==> src/rtl/mini_mips_control.sv <==
// rtl/mini_mips_control.sv - multi-cycle control FSM for the 16-bit mini MIPS datapath
// Optional retired-instruction counter: define MINI_MIPS_RETIRE_COUNT_EN.
module mini_mips_control (
  input  logic        clk,
  input  logic        rst_n,
  input  logic        start,
  input  logic [3:0]  opcode,
  input  logic [2:0]  func,
  input  logic        zero,
  input  logic        mem_ready,
  output logic        pc_write,
  output logic [1:0]  pc_src,
  output logic        ir_write,
  output logic        mem_read,
  output logic        mem_write,
  output logic        iord,
  output logic        reg_write,
  output logic        reg_dst,
  output logic        mem_to_reg,
  output logic        alu_src_a,
  output logic [1:0]  alu_src_b,
  output logic [2:0]  alu_op,
  output logic        busy,
  output logic        halted,
  output logic        illegal
`ifdef MINI_MIPS_RETIRE_COUNT_EN
  ,
  output logic [15:0] retired
`endif
);

  typedef enum logic [2:0] {
    IDLE   = 3'd0,
    FETCH  = 3'd1,
    DECODE = 3'd2,
    EXEC   = 3'd3,
    MEM    = 3'd4,
    WB     = 3'd5,
    HALT   = 3'd6,
    ERR    = 3'd7
  } state_t;

  localparam logic [3:0] OP_R    = 4'h0;
  localparam logic [3:0] OP_ADDI = 4'h1;
  localparam logic [3:0] OP_ANDI = 4'h2;
  localparam logic [3:0] OP_ORI  = 4'h3;
  localparam logic [3:0] OP_LW   = 4'h4;
  localparam logic [3:0] OP_SW   = 4'h5;
  localparam logic [3:0] OP_BEQ  = 4'h6;
  localparam logic [3:0] OP_BNE  = 4'h7;
  localparam logic [3:0] OP_J    = 4'h8;
  localparam logic [3:0] OP_HALT = 4'hF;

  localparam logic [2:0] ALU_ADD = 3'b000;
  localparam logic [2:0] ALU_SUB = 3'b001;
  localparam logic [2:0] ALU_AND = 3'b010;
  localparam logic [2:0] ALU_OR  = 3'b011;

  state_t state, state_nx;
  logic   op_legal;

  always_comb begin
    case (opcode)
      OP_R:    op_legal = (func != 3'b111);
      OP_ADDI, OP_ANDI, OP_ORI, OP_LW, OP_SW,
      OP_BEQ, OP_BNE, OP_J, OP_HALT: op_legal = 1'b1;
      default: op_legal = 1'b0;
    endcase
  end

  always_ff @(posedge clk or negedge rst_n) begin
    if (!rst_n) state <= IDLE;
    else        state <= state_nx;
  end

  always_comb begin
    state_nx   = state;
    pc_write   = 1'b0;
    pc_src     = 2'b00;
    ir_write   = 1'b0;
    mem_read   = 1'b0;
    mem_write  = 1'b0;
    iord       = 1'b0;
    reg_write  = 1'b0;
    reg_dst    = 1'b0;
    mem_to_reg = 1'b0;
    alu_src_a  = 1'b0;
    alu_src_b  = 2'b00;
    alu_op     = ALU_ADD;
    halted     = 1'b0;
    illegal    = 1'b0;
    busy       = !(state inside {IDLE, HALT, ERR});

    case (state)
      IDLE: if (start) state_nx = FETCH;

      FETCH: begin
        mem_read = 1'b1;
        if (mem_ready) begin
          ir_write  = 1'b1;
          pc_write  = 1'b1;
          alu_src_b = 2'b01;
          state_nx  = DECODE;
        end
      end

      // ALU precomputes pc + offset so a branch finds its target in ALUOut
      DECODE: begin
        alu_src_b = 2'b11;
        if (!op_legal) begin
          state_nx = ERR;
        end else if (opcode == OP_J) begin
          pc_write = 1'b1;
          pc_src   = 2'b10;
          state_nx = FETCH;
        end else if (opcode == OP_HALT) begin
          state_nx = HALT;
        end else begin
          state_nx = EXEC;
        end
      end

      EXEC: begin
        alu_src_a = 1'b1;
        case (opcode)
          OP_R: begin
            alu_op   = func;
            state_nx = WB;
          end
          OP_ADDI, OP_ANDI, OP_ORI: begin
            alu_src_b = 2'b10;
            alu_op    = (opcode == OP_ANDI) ? ALU_AND :
                        (opcode == OP_ORI)  ? ALU_OR  : ALU_ADD;
            state_nx  = WB;
          end
          OP_LW, OP_SW: begin
            alu_src_b = 2'b10;
            state_nx  = MEM;
          end
          OP_BEQ, OP_BNE: begin
            alu_op   = ALU_SUB;
            pc_src   = 2'b01;
            pc_write = (opcode == OP_BEQ) ? zero : !zero;
            state_nx = FETCH;
          end
          default: state_nx = ERR;
        endcase
      end

      MEM: begin
        iord      = 1'b1;
        mem_read  = (opcode == OP_LW);
        mem_write = (opcode == OP_SW);
        if (mem_ready) state_nx = (opcode == OP_LW) ? WB : FETCH;
      end

      WB: begin
        reg_write  = 1'b1;
        reg_dst    = (opcode == OP_R);
        mem_to_reg = (opcode == OP_LW);
        state_nx   = FETCH;
      end

      HALT: halted = 1'b1;

      ERR: illegal = 1'b1;

      default: state_nx = IDLE;
    endcase
  end

`ifdef MINI_MIPS_RETIRE_COUNT_EN
  // Every legal path back to FETCH finishes an instruction; HALT retires the halt itself
  logic retire;

  always_comb begin
    retire = ((state_nx == FETCH) && (state inside {DECODE, EXEC, MEM, WB})) ||
             ((state == DECODE) && (state_nx == HALT));
  end

  always_ff @(posedge clk or negedge rst_n) begin
    if (!rst_n)      retired <= 16'd0;
    else if (retire) retired <= retired + 16'd1;
  end
`endif

endmodule

==> config.mk <==
export PLATFORM = sky130hd
export DESIGN_NAME = mini_mips_control
export DESIGN_NICKNAME = d
export VERILOG_FILES = /design/src/rtl/mini_mips_control.sv
export SDC_FILE = /design/constraint.sdc
export NUM_CORES = 1
export LEC_CHECK = 0
export BUFFER_PORTS_ARGS = -buffer_cell sky130_fd_sc_hd__buf_2
export CORE_AREA = 2 2 39 41
export CTS_CLUSTER_SIZE = 20
export DETAILED_ROUTE_END_ITERATION = 8
export DIE_AREA = 0 0 41 43
export PLACE_DENSITY = 0.7
export SETUP_SLACK_MARGIN = 0.05
export SLEW_MARGIN = 25
export SYNTH_ARGS = -nofsm -noshare
export SYNTH_HDL_FRONTEND = slang
export SYNTH_SLANG_ARGS = --single-unit
==> constraint.sdc <==
create_clock -name clk -period 1.2 [get_ports clk]
set_input_delay 0.06 -clock clk [delete_from_list [all_inputs] [get_ports clk]]
set_output_delay 0.06 -clock clk [all_outputs]
set_load 0.05 [all_outputs]
==> results.sh <==
export IMPL_grt_pass1_wl_um=3540
export IMPL_syn_to_final_growth_pct=161
export IMPL_slew_violations=0
export IMPL_fmax_mhz=635
export IMPL_netSwitchingFraction_pct=52.2
export IMPL_wl_um=2590
export IMPL_whs_ps=132
export IMPL_synth_seq_cells=3
export IMPL_hold_violations=0
export IMPL_setup_viol=20
export IMPL_p_per_area_nw_per_um2=2300
export IMPL_rsz0062_at_grt="yes"
export IMPL_violations="setup timing"
export IMPL_pwr_share_comb_pct=86.0
export IMPL_synthArstFlopShare_pct=100
export IMPL_crit_chain="nor2b_4 -> nand3b_1 -> buf_4 -> nor2_4 -> a211o_4 -> buf_8"
export IMPL_hold_depth=3
export IMPL_clock_skew_ps=0.312
export IMPL_drt_iter0_drc=10
export IMPL_critical_path_class="reg -> out"
export IMPL_num_vias=802
export IMPL_pwr_share_seq_pct=7.9
export IMPL_final_antenna_net_count=0
export IMPL_dr_pass1_iters=4
export IMPL_rr_worst_depth=3
export IMPL_p_clk_share_pct=6.1
export IMPL_dieArea_um2=1760
export IMPL_syn_area_um2=475
export IMPL_critPathLaunchType="flop"
export IMPL_r2r_slack_ps=-100
export IMPL_hold_end="state[1]"
export IMPL_syn_avg_cell_area_um2=6.99
export IMPL_antenna_found_initial=0
export IMPL_antennaDiodeCount=0
export IMPL_most_common_layout_cells="buf_4, buf_6, buf_2, buf_8"
export IMPL_drc_errors=0
export IMPL_reg_top3="state x3"
export IMPL_critical_path_top_delay_family="flip-flops"
export IMPL_htreeDepth=1
export IMPL_critPathMaxStageDelay_ps=360
export IMPL_cp_max_fo=2
export IMPL_top_register="state"
export IMPL_max_slew_margin_pct=71.6
export IMPL_crit_path_end_kind="output pin"
export IMPL_reg2reg_to="state[2]"
export IMPL_dp_slack_ps=-162
export IMPL_synth_edf_count=0
export IMPL_track_usage_pct=29.7
export IMPL_min_period_ps=1570
export IMPL_timing_rr_start="state[2]"
export IMPL_clkLatencyLatePin_ps=230
export IMPL_layout_drive_gt1_share_pct=75.0
export IMPL_start_util_pct=34.4
export IMPL_status="complete, but fails checks"
export IMPL_cts_buffers_inserted=3
export IMPL_root_buffer="clkbuf_4"
export IMPL_clk_pin_slew_ps=40
export IMPL_worstHoldStart="mem_ready"
export IMPL_p_switching_mw=1.49
export IMPL_synthDistinctLibCells=32
export IMPL_cp_required_ps=1140
export IMPL_hold_class="in -> reg"
export IMPL_io_buffers=30
export IMPL_synth_nets=80
export IMPL_grt_ovfl_total=0
export IMPL_yosys_warnings=0
export IMPL_coreArea_um2=1380
export IMPL_final_net_count=141
export IMPL_place_hpwl_um=1400
export IMPL_p_int_mw=1.37
export IMPL_maxCapViolations=0
export IMPL_ios=31
export IMPL_largest_register_ffs=3
export IMPL_cp_buffers_inverters=2
export IMPL_routabilityCongestion=0.865
export IMPL_period_share_pct=131
export IMPL_final_common_cell="buf_4"
export IMPL_final_core_util_pct=89.7
export IMPL_critical_path_slowest_cell="dfrtp_1"
export IMPL_wl_per_cell_um=18.0
export IMPL_yosys_most_used_dff="dfrtp_1"
export IMPL_multi_input_area_um2=557
export IMPL_vias_per_cell=5.57
export IMPL_cts_tree="yes"
export IMPL_synthCells=68
export IMPL_ff_latch_area_um2=76.3
export IMPL_cts_sinks=3
export IMPL_p_leak_nw=0.564
export IMPL_grt_max_degree=10
export IMPL_ir_worst_vdd_mv=1.64
export IMPL_cts_buffer_depth=2
export IMPL_fin_ws_ps=-375
export IMPL_die_h_um=43
export IMPL_ys_seq_area_share_pct=15.8
export IMPL_rows=14
export IMPL_arrival_ps=1510
export IMPL_worst_pin_slew_ps=420
export IMPL_grt_pass1_vias=787
export IMPL_die_width_um=41
export IMPL_fill_cells=62
[metrics by stage]
stage / power, mW / setup TNS, ps / instances / area, um^2
after floorplan: 1.43 / -1500 / 68 / 607
after global placement: 1.97 / -1020 / 134 / 940
after detailed placement: 2.01 / -1300 / 134 / 940
after CTS: 2.68 / -4200 / 144 / 1200
after global routing: 2.97 / -5630 / 144 / 1240
final: 2.86 / -4770 / 144 / 1240
[synth_stat cells (3+ instances only)]
master    instances  area [um^2]
dfrtp_1           3         75.1
buf_2             6         30.0
nand3b_1          4         30.0
nor3_1            3         15.0
a21oi_1           8         40.0
nand2_1           6         22.5
nor2_1            7         26.3
[layout make-up]
class	instances	share of cell area [%]
Timing Repair Buffer	62	44.7
Tap cell	16	1.61
Inverter	2	0.605
Clock buffer	4	2.12
Multi-Input combinational cell	57	44.9
Sequential cell	3	6.15
[worst register-to-register path, cell delays in order, from the launching register on]
cell and delay [ps]:
dfrtp_1 420, buf_2 160, o311ai_0 410, nand4_1 160
[what timing repair did]
| item | CTS | global route |
|---|---|---|
| pin swaps | 3 | 4 |
| cloned | 1 | 0 |
| gates resized for setup | 56 | 10 |
| hold buffers | 1 | 0 |
| buffers inserted | 4 | 2 |
| endpoints found under the hold margin | 3 | 0 |
| setup endpoints to repair | 22 | 22 |
[cell families (layout without fill, tap and decap cells)]
logic type	after synthesis	in the layout	share of synthesized area [%]
compound gates	15	15	18.7
xor+xnor	1	1	1.84
buf+inv	8	68	7.90
flops	3	3	15.8
mux	1	1	2.37
simple gates	40	40	53.4
[layer usage]
metal | part of all wire [%] | track usage [%] | vias up
li1 | - | - | 373
met1 | 36 | 33.3 | 386
met2 | 59 | 54.1 | 37
met3 | 3.5 | 3.14 | 6
met4 | 1.7 | 8.67 | 0
met5 | 0 | 0 | -
[power by group through the flow]
stage	Clock (mW)	Combinational [mW]	Sequential [mW]
global placement	0	1.77	0.201
global route	0.192	2.55	0.226
detailed placement	0	1.81	0.205
floorplan	0	1.25	0.182
finish	0.174	2.46	0.225
CTS	0.183	2.28	0.219
[worst max-delay path by stage]
stage	start	to	cells after the start	slack, ps
2_1_floorplan	state[2]	pc_write	4	-290
3_3_place_gp	state[0]	pc_write	6	-160
3_5_place_dp	state[0]	mem_write	5	-160
4_1_cts	state[0]	pc_write	6	-340
5_1_grt	state[0]	pc_write	6	-410
6_report	state[0]	pc_write	6	-370
No activity file was read; power rests on OpenSTA's default activity.
